File: src/rtl/uart_tx_pkg.sv
// Shared definitions for the FIFO-draining UART transmitter.
package uart_tx_pkg;

    // Transmitter FSM state encoding.
    typedef enum logic [2:0] {
        ST_IDLE   = 3'd0,
        ST_START  = 3'd1,
        ST_DATA   = 3'd2,
        ST_PARITY = 3'd3,
        ST_STOP   = 3'd4
    } tx_state_e;

    // Parity type selector values.
    localparam logic PAR_EVEN = 1'b0;
    localparam logic PAR_ODD  = 1'b1;

endpackage

File: src/rtl/parity_calc.sv
// Combinational parity generator: even -> XOR-reduce, odd -> XNOR-reduce.
module parity_calc
    import uart_tx_pkg::*;
#(
    parameter int unsigned DATA_WIDTH = 8
) (
    input  logic [DATA_WIDTH-1:0] data_i,
    input  logic                  typ_i,
    output logic                  par_o
);

    // Select between even and odd parity of the word.
    always_comb begin
        par_o = ^data_i;
        if (typ_i == PAR_ODD) begin
            par_o = ~(^data_i);
        end
    end

endmodule

File: src/rtl/fifo_uart_tx.sv
// UART transmitter draining a first-word-fall-through FIFO, one bit per CLK.
module fifo_uart_tx
    import uart_tx_pkg::*;
#(
    parameter int unsigned DATA_WIDTH = 8
) (
    input  logic                  CLK,
    input  logic                  RST,
    input  logic                  EMPTY,
    input  logic [DATA_WIDTH-1:0] RD_DATA,
    input  logic                  PAR_EN,
    input  logic                  PAR_TYP,
    output logic                  R_INC,
    output logic                  TX_OUT,
    output logic                  BUSY
);

    localparam int unsigned CNT_W = (DATA_WIDTH > 1) ? $clog2(DATA_WIDTH) : 1;
    localparam logic [CNT_W-1:0] CNT_LAST = CNT_W'(DATA_WIDTH - 1);

    tx_state_e             state_q, state_d;
    logic [CNT_W-1:0]      cnt_q, cnt_d;
    logic [DATA_WIDTH-1:0] shreg_q, shreg_d;
    logic                  par_en_q, par_en_d;
    logic                  par_bit_q, par_bit_d;
    logic                  tx_q, tx_d;
    logic                  busy_q, busy_d;
    logic                  r_inc_q, r_inc_d;
    logic                  load_c;
    logic                  par_c;

    // Parity of the FIFO head word, captured only on a load edge.
    parity_calc #(
        .DATA_WIDTH (DATA_WIDTH)
    ) u_parity_calc (
        .data_i (RD_DATA),
        .typ_i  (PAR_TYP),
        .par_o  (par_c)
    );

    // State and output registers.
    always_ff @(posedge CLK or negedge RST) begin
        if (!RST) begin
            state_q   <= ST_IDLE;
            cnt_q     <= '0;
            shreg_q   <= '0;
            par_en_q  <= 1'b0;
            par_bit_q <= 1'b0;
            tx_q      <= 1'b1;
            busy_q    <= 1'b0;
            r_inc_q   <= 1'b0;
        end else begin
            state_q   <= state_d;
            cnt_q     <= cnt_d;
            shreg_q   <= shreg_d;
            par_en_q  <= par_en_d;
            par_bit_q <= par_bit_d;
            tx_q      <= tx_d;
            busy_q    <= busy_d;
            r_inc_q   <= r_inc_d;
        end
    end

    // Next-state logic; tx_d is the line value for the cycle after the edge.
    always_comb begin
        state_d   = state_q;
        cnt_d     = cnt_q;
        shreg_d   = shreg_q;
        par_en_d  = par_en_q;
        par_bit_d = par_bit_q;
        tx_d      = tx_q;
        busy_d    = busy_q;
        r_inc_d   = 1'b0;
        load_c    = 1'b0;

        case (state_q)
            ST_IDLE: begin
                if (!EMPTY) begin
                    load_c = 1'b1;
                end
            end
            ST_START: begin
                tx_d    = shreg_q[0];
                shreg_d = shreg_q >> 1;
                cnt_d   = '0;
                state_d = ST_DATA;
            end
            ST_DATA: begin
                if (cnt_q == CNT_LAST) begin
                    cnt_d = '0;
                    if (par_en_q) begin
                        tx_d    = par_bit_q;
                        state_d = ST_PARITY;
                    end else begin
                        tx_d    = 1'b1;
                        state_d = ST_STOP;
                    end
                end else begin
                    cnt_d   = cnt_q + CNT_W'(1);
                    tx_d    = shreg_q[0];
                    shreg_d = shreg_q >> 1;
                end
            end
            ST_PARITY: begin
                tx_d    = 1'b1;
                state_d = ST_STOP;
            end
            ST_STOP: begin
                if (!EMPTY) begin
                    load_c = 1'b1;
                end else begin
                    tx_d    = 1'b1;
                    busy_d  = 1'b0;
                    state_d = ST_IDLE;
                end
            end
            default: begin
                tx_d    = 1'b1;
                busy_d  = 1'b0;
                state_d = ST_IDLE;
            end
        endcase

        // Load: capture word and config, pop the FIFO, start bit goes out now.
        if (load_c) begin
            shreg_d   = RD_DATA;
            par_en_d  = PAR_EN;
            par_bit_d = par_c;
            cnt_d     = '0;
            tx_d      = 1'b0;
            busy_d    = 1'b1;
            r_inc_d   = 1'b1;
            state_d   = ST_START;
        end
    end

    assign TX_OUT = tx_q;
    assign BUSY   = busy_q;
    assign R_INC  = r_inc_q;

endmodule

File: config.mk
export PLATFORM = sky130hd
export DESIGN_NAME = fifo_uart_tx
export DESIGN_NICKNAME = d
export VERILOG_FILES = /design/src/rtl/uart_tx_pkg.sv /design/src/rtl/parity_calc.sv /design/src/rtl/fifo_uart_tx.sv
export SDC_FILE = /design/constraint.sdc
export NUM_CORES = 1
export LEC_CHECK = 0
export CAP_MARGIN = 10
export CORE_UTILIZATION = 47
export DETAILED_ROUTE_END_ITERATION = 7
export HOLD_SLACK_MARGIN = 0.15
export PLACE_DENSITY = 0.74
export SETUP_SLACK_MARGIN = 0.2
export SLEW_MARGIN = 20
export SYNTH_ARGS = -nofsm -noshare
export SYNTH_HDL_FRONTEND = slang
export SYNTH_HIERARCHICAL = 1
export SYNTH_SLANG_ARGS = --single-unit
File: constraint.sdc
create_clock -name CLK -period 1.88 [get_ports CLK]
set_input_delay 0.282 -clock CLK [delete_from_list [all_inputs] [get_ports CLK]]
set_output_delay 0.282 -clock CLK [all_outputs]
set_load 0.02 [all_outputs]
Word-level counts from Yosys, hierarchy flattened
Cells that the tools add are included.

operators by class
  bitwise gates (word level) = 1
  equal/unequal tests = 10
  reduce and logical (&&, ||, !) cells = 9
  add/sub/neg operators = 1
  muxes and demuxes = 23

operator list
  operator                                                                  number
  3-bit two-way mux                                                         6
  8-bit two-way mux                                                         2
  8-bit one-hot mux with 2 select lines                                     1
  3-bit one-hot mux with 5 select lines                                     1
  1-bit two-way mux                                                         10
  3-bit inequality test (second input constant)                             3
  8-bit XOR reduction                                                       1
  3-bit by 2-bit equality test with 1-bit output (second input constant)    2
  3-bit equality test (second input constant)                               2
  3-bit one-hot mux with 2 select lines                                     1
  2-bit AND reduction                                                       3
  1-bit one-hot mux with 4 select lines                                     1
  4-bit OR reduction                                                        1
  3-bit by 1-bit adder with 3-bit output (second input constant)            1
  3-bit by 1-bit equality test with 1-bit output (second input constant)    1
  3-bit zero test                                                           1
  3-bit AND reduction                                                       1
  3-bit nonzero test                                                        1
  2-bit by 1-bit inequality test with 1-bit output (second input constant)  1
  2-bit inequality test (second input constant)                             1
  1-bit one-hot mux with 2 select lines                                     1
  2-bit OR reduction                                                        1
  1-bit NOT                                                                 1

word-level totals
  logic and storage cells = 52
  output and inout port bits = 3
  register bits = 19

Depth between registers and ports, before layout
  depth in word-level cells = 5
  depth in mapped cells = 7
  mapped depth without buffers = 5

Cells and area by module
Netlist, hierarchy kept.

modules (own cells, without submodules)
  module        area each (µm²)  times used  cells each
  fifo_uart_tx  954.7            1           76
  parity_calc   82.6             1           7

Worst setup path after synthesis
No wires, ideal clock.

  path kind = reg-to-reg
  start = register state_q[1]
  end = register shreg_q[2]
  setup slack = 0.065 ns
  cell stages (with the launch flop) = 8
  library setup time = 0.125 ns
  data arrival time = 1.690 ns
  data required time = 1.755 ns
  cells stage by stage = dfrtp_1 -> buf_6 -> or3_1 -> buf_6 -> inv_8 -> buf_12 -> mux2_1 -> mux2_2

on the way
  cells in the longest elaborated chain, start to end = 5

RTL lines
  what                                                                          RTL line            text
  start, declared                                                               fifo_uart_tx.sv:21  tx_state_e state_q, state_d;
  start signal, assigned                                                        fifo_uart_tx.sv:53  state_q <= state_d;
  3-bit equality test or 3-bit zero test (tied branches)                        fifo_uart_tx.sv:76  case (state_q)
  2-bit OR reduction (no source line)                                           -
  1-bit two-way mux                                                             -
  3-bit inequality test (no source line) or 3-bit nonzero test (tied branches)  -
  2-bit AND reduction (no source line)                                          -
  end signal, assigned                                                          fifo_uart_tx.sv:55  shreg_q <= shreg_d;
  end, declared                                                                 fifo_uart_tx.sv:23  logic [DATA_WIDTH-1:0] shreg_q, shreg_d;

Several ways; a longest one is shown, not always the timed one.
A chain may end at the register's enable or synchronous reset.

Worst setup path after layout
  start = register cnt_q[1]
  end = register shreg_q[2]

on the way
  cells in the longest elaborated chain, start to end = 3

RTL lines
  what                                    RTL line            text
  start, declared                         fifo_uart_tx.sv:22  logic [CNT_W-1:0] cnt_q, cnt_d;
  start signal, assigned                  fifo_uart_tx.sv:54  cnt_q <= cnt_d;
  3-bit equality test                     fifo_uart_tx.sv:89  if (cnt_q == CNT_LAST) begin
  3-bit inequality test (no source line)  -
  2-bit AND reduction (no source line)    -

Every way passes these cells.

==> impl_results.md <==
- Final Cell Area: 1360 um2
- Status: complete, no violations
- Startpoint types: flop
- Number of top-level pins: 16
- Rows: 16
- Yosys warns: 6
- Min-Delay Path Class: input pin to asynchronous set/reset pin
- Worst path depth: 6
- CTS Sinks: 19
- Clock buffer depth: 2
- TritonCTS buffer count: 3
- Count of final max-slew check failures: 0
- First-pass GRT wire length: 3200 um
- Nature of the critical path endpoint: flop
- Final Hold Viols: 0
- DR DRC count: 0
- Vias in the first global route: around 710
- Fin nets: 125
- Detailed placement HPWL: 1370 um
- CP Cell Sequence: ha_2, ha_4, nor4b_4, a211oi_4, buf_12, mux2_4
- Grt ovf: 0
- Post-Syn Area: 1040 um2
- Finished Layout Cells: between 100 and 150
- Dpl cells: 128
- Post-Synthesis Cells: 83
- Detail Route Antenna Nets: 0
- Gr usage total: 0.178
- Post-Syn Area per Cell: 12.5 um2
- DP Area: 1240 um2
- RSZ-0062 raised after global routing: true
- Gpl congestion: roughly 0.75
- Vert. Die Dim: around 49 um
- Core outline area: 2020 um2
- Crit path max fanout: 8
- Multi-input gate area: 561 um2
- GR Layer Usage met2: 0.285
- Reg area: 477 um2
- Chip Width: about 49 um
- Power Total: 2.04 mW
- Top cell family by delay on the critical path: flip-flops
- Critical path type: flop to flop
- Initial DRC count: 9
- Die ar.: 2400 um2
- WL/cell: 14.3 um
- TNS Setup: 0 ns
- Largest net degree at the start of global routing: 12
- Mapped Nets: 98
- Initial antenna violation count: 0
- Slew margin rel.: 0.692
- Clock H-tree levels: 1
- Period utilisation layout: 0.940
- Register bit total from synthesis: 19
- Min Tclk post-route: 1.77 ns
- Root Driver: clkbuf_4
- N_diodes: 0
- Critical-path top delay cell: dfrtp_1
- Reg2reg path depth: 6
- Power Dens Cells: 1500 nW/um2
- Via density: approximately 5.1
- Max rail drop VDD: 0.994 mV
- P&R area growth vs syn: 31.1%
- IO buf count: 15
- MaxCap Viol Count: 0
- Sequential area share after synthesis: 0.460
- Worst slew pin tran: 0.460 ns
- Via Count: 692
- Initial Util: 0.513
- WL final: ~1900 um
- GRT met1 Usage: 0.240
- Fmax: 566 MHz
- Clock transition at path regs: 0.10 ns
- Layout cells sized above 1: 0.349
- Clock latency on the worst-skew pair: 0.29 ns
- Worst reg2reg setup slack: approximately 0.11 ns
- Critical Path RT: 2.06 ns
- Distinct cells, synth: 29
- Hold buffers post-CTS: 0
- Pre-antenna DRT Iters: 4
- # setup viols final: 0
- Leakage: 0.623 nW
- R2R Path End: shreg_q[2]$_DFFE_PN0P_
- Worst Path Buf+Inv: 1
- GRT busiest layer: met2
- Setup Skew: 0.00377 ns
- GR Util met3: 0.0467
- Fillers: 146
- R2r startpoint: cnt_q[1]$_DFFE_PN0P_
- Crit path DAT: 1.95 ns
- Slowest stage delay, CP: ~0.4 ns
- CTS tree: done
worst reg2reg max path, stage by stage, from the launching register on:
cell and delay (ns):
dfrtp_1 0.40, ha_2 0.20, ha_4 0.18, nor4b_4 0.36
a211oi_4 0.07, buf_12 0.16, mux2_4 0.29
timing repair:
item                                   in CTS  in global routing
pin swaps                                   1                  3
endpoints found under the hold margin       0                  0
buffers inserted                            0                  4
setup endpoints to repair                   9                  7
gates resized for setup                     5                  6
worst max path at each step:
stage	from	end
floorplan	state_q[1]$_DFFE_PN0P_	shreg_q[2]$_DFFE_PN0P_
global placement	EMPTY	shreg_q[0]$_DFFE_PN0P_
detailed placement	EMPTY	shreg_q[1]$_DFFE_PN0P_
CTS	state_q[0]$_DFFE_PN0P_	shreg_q[1]$_DFFE_PN0P_
global route	cnt_q[1]$_DFFE_PN0P_	shreg_q[2]$_DFFE_PN0P_
finish	cnt_q[1]$_DFFE_PN0P_	shreg_q[2]$_DFFE_PN0P_
Yosys cell counts (all sizes together):
master  number  area (um2)
inv          3        18.8
o211ai       1        7.51
dfrtp       18         450
o22ai        1        6.26
a21oi        3        15.0
nor2         3        11.3
mux2        16         180
nand2        9        33.8
nor4b        1        15.0
a22o         3        26.3
a211oi       1        20.0
o21bai       1        7.51
or3          1        6.26
o22a         1        8.76
xnor3        1        22.5
xnor2        6        60.1
buf          4        47.5
dfstp        1        26.3
ha           2        25.0
nand2b       2        12.5
xor2         1        8.76
o31ai        1        7.51
a21o         1        7.51
nor2b        2        12.5
area by class of cell:
class / instances / area share
clock buffers: 4 / 0.0193
inverters: 3 / 0.0138
multi-input cells: 57 / 0.412
flip-flops and latches: 19 / 0.351
well taps: 27 / 0.0248
repair buffers: 26 / 0.179
report_power, final:
part | internal [mW] | switching (mW)
logic | 0.683 | 0.431
clock network | 0.0825 | 0.115
registers | 0.596 | 0.128
total | 1.36 | 0.673
routing by layer:
layer	wire length (um)	vias up
met3	61	2
met1	931	336
met4	13	0
met2	932	13
li1	-	341
met5	0	-
cells by family after synthesis:
kind of cell	after synthesis	share of synthesized area
flops	19	0.460
xor+xnor	8	0.0881
mux	16	0.174
compound gates	13	0.103
simple gates	18	0.0881
buf+inv	7	0.0639
fa+ha+maj	2	0.0241
state kept, by name, indices dropped and copies added, names as in the netlist:
register,count
R_INC,1
state_q,3
par_en_q,1
shreg_q,8
cnt_q,3
TX_OUT,1
BUSY,1
par_bit_q,1
cells in the final DEF (no fill, tap or decap), drive strengths merged:
cell type / count
dfrtp: 18
mux2: 16
clkdlybuf4s50: 14
buf: 11
nand2: 9
xnor2: 6
clkbuf: 4
a22o: 3
a21oi: 3
nor2: 3
inv: 3
nor2b: 2
nand2b: 2
ha: 2
dfstp: 1
or3: 1
nor4b: 1
o21bai: 1
a211oi: 1
a21o: 1
o22ai: 1
o31ai: 1
o22a: 1
o211ai: 1
dlygate4sd2: 1
xnor3: 1
xor2: 1
metrics by stage:
step | setup WS, ns | hold WS [ns] | util
floorplan | 0.110 | -0.0136 | -
global placement | -0.121 | 0.468 | 0.616
detailed placement | -0.156 | 0.475 | 0.616
CTS | 0.161 | 0.294 | 0.641
global route | 0.0772 | 0.311 | 0.673
finish | 0.114 | 0.299 | 0.673
Power figures use the tool's default switching activity.
==> patch, RTL diff (same flow settings) <==
`DATA_WIDTH` is set to 8 in 2 places; all go to 4.
--- a/src/rtl/parity_calc.sv
+++ b/src/rtl/parity_calc.sv
@@ -4,3 +4,3 @@
 #(
-    parameter int unsigned DATA_WIDTH = 8
+    parameter int unsigned DATA_WIDTH = 4
 ) (
--- a/src/rtl/fifo_uart_tx.sv
+++ b/src/rtl/fifo_uart_tx.sv
@@ -4,3 +4,3 @@
 #(
-    parameter int unsigned DATA_WIDTH = 8
+    parameter int unsigned DATA_WIDTH = 4
 ) (
Interface: changed (resized RD_DATA); port bits go from 16 to 12. No check against the original RTL was run, so the function may have changed too.
==> patch against the unedited design <==
  * Area after synthesis down 29%
  * Cell area down 33%
  * Largest cell class unchanged
  * Count of clock-buffer cells in the layout stayed put
  * Via count is 28% lower
  * Non-clock buffer count fell by 13
  * Utilization fell by 1.7 points
  * Sequential share of layout area is 4.0 points higher
  * Routed wire length down 38%
  * Sequential cell count fell by 5
  * Setup slack improved by 0.15 ns
  * Power shrank 35%
==> patch: results (changes against the unedited design) <==
| Metric | Value |
|---|---|
| Synthesized Nets | `68 (-31%)` |
| Layout cell share with drive strength beyond 1 | `0.247 (-0.102)` |
| Reg clk slew, reported paths | `0.08 ns (-0.02 ns)` |
| Complex-gate fraction of the synthesized area | `0.140 (+0.0372)` |
| Leakage | `0.390 nW (-37%)` |
| RD Place Congestion | `0.815 (+8.3%)` |
| Total CTS buffers | `3 (unchanged)` |
| Pin count of the biggest net entering global routing | `15 (+3)` |
| Mux cell area share after synthesis | `0.128 (-0.0459)` |
| Commonest cells post-synth | `dfrtp_1, mux2_1, nor2_1` |
| Final wirelength | `1.21 mm (-38%)` |
| Internal Power | `0.872 mW (-36%)` |
| Fillers | `95 (-35%)` |
| Yosys cell types | `32 (+10%)` |
| Area contributors post-synth | `dfrtp_1, mux2_1, mux2_2, dfstp_2, buf_6` |
| Top Registers | `shreg_q: 4 flops, state_q: 3 flops, cnt_q: 2 flops` |
| Crit path DAT | `1.78 ns (-0.17 ns)` |
| Iteration-0 DRC Markers | `5 (-4)` |
| Post-Synth Adder-Cell Area | `0.0170 (-0.00709)` |
| Peak supply drop | `0.000787 V (-21%)` |
| Final nets | `84 (-33%)` |
| Status | `finished clean` |
| Clock Skews | `0.00623 ns (+0.00246 ns)` |
| CP Max Fanout | `11 (+3)` |
| First-pass GRT wire length | `2.05 mm (-36%)` |
| Max_slew headroom | `0.600 (-0.0922)` |
| Via Count | `499 (-28%)` |
| Seq/Total Area, Yosys | `0.479 (+0.0191)` |
==> patch: cell types whose count changed after synthesis, moves of 2 or more <==
| cell | before | now |
|---|---|---|
| dfrtp_1 | 18 | 13 |
| xnor2_1 | 5 | 2 |
| nand2_1 | 9 | 1 |
| a21oi_1 | 3 | 1 |
| mux2_2 | 11 | 3 |
| o21ai_0 | 0 | 2 |
==> patch: logic make-up (layout without fill, tap and decap cells) <==
kind of cell,Yosys count,count (layout)
AOI/OAI and AO/OA,13,13
xor gates and xnor gates,4,4
adders and majority gates,1,1
buffers and inverters,5,20
DFF,14,14
muxes,8,8
and+or+nand+nor,13,13
==> patch: through the flow <==
stage / power [mW] / hold WS [ns] / cells / setup WS (ns) / area [sq um]
after global placement: 1.08 / 0.469 / 84 / 0.0992 / 856
after floorplan: 0.963 / -0.0136 / 58 / 0.301 / 734
final: 1.33 / 0.369 / 88 / 0.263 / 907
after global routing: 1.42 / 0.442 / 88 / 0.211 / 907
after CTS: 1.30 / 0.393 / 88 / 0.217 / 891
after detailed placement: 1.09 / 0.476 / 84 / 0.0879 / 856
==> patch: path summary, 6_finish.rpt <==
kind	from	endpoint	slack, ns	depth (start not counted)
setup / recovery	state_q[1]	shreg_q[0]	0.26	3
hold / removal	RST	cnt_q[1]	0.37	1
setup reg to reg	state_q[1]	shreg_q[0]	0.26	3
hold reg to reg	shreg_q[1]	shreg_q[1]	0.49	1
max in group asynchronous	RST	state_q[1]	1.09	1
min in group CLK	shreg_q[1]	shreg_q[1]	0.49	1
==> patch: power groups by stage <==
stage	clock, mW	combinational (mW)	sequential, mW
floorplan	0	0.433	0.530
global placement	0	0.519	0.559
detailed placement	0	0.532	0.559
CTS	0.222	0.527	0.553
global route	0.229	0.607	0.581
finish	0.214	0.554	0.564
==> patch: cell type report <==
class | instances | share of cell area
clock buffer | 4 | 0.0400
sequential | 14 | 0.390
inverter | 3 | 0.0124
timing repair buffer | 13 | 0.137
tap | 15 | 0.0207
multi-input combinational | 39 | 0.400
==> patch: routing by layer <==
layer  track usage  up-vias  routed length [um]
met1         0.201      241                 532
met5             0        -                   0
met2         0.244       15                 585
li1              -      241                   -
met4        0.0581        0                   8
met3        0.0652        2                  78
==> patch: timing repair <==
item / in CTS / in global routing
gates resized for setup: 1 / 4
pin swaps: 1 / 2
endpoints found under the setup margin: 2 / 3
endpoints found under the hold margin: 0 / 0
==> patch: worst max-delay path, stage by stage, from the launching register on <==
cell and delay [ns]:
dfrtp_2 0.49, nor3_4 0.36, mux2_1 0.36, mux2_1 0.28
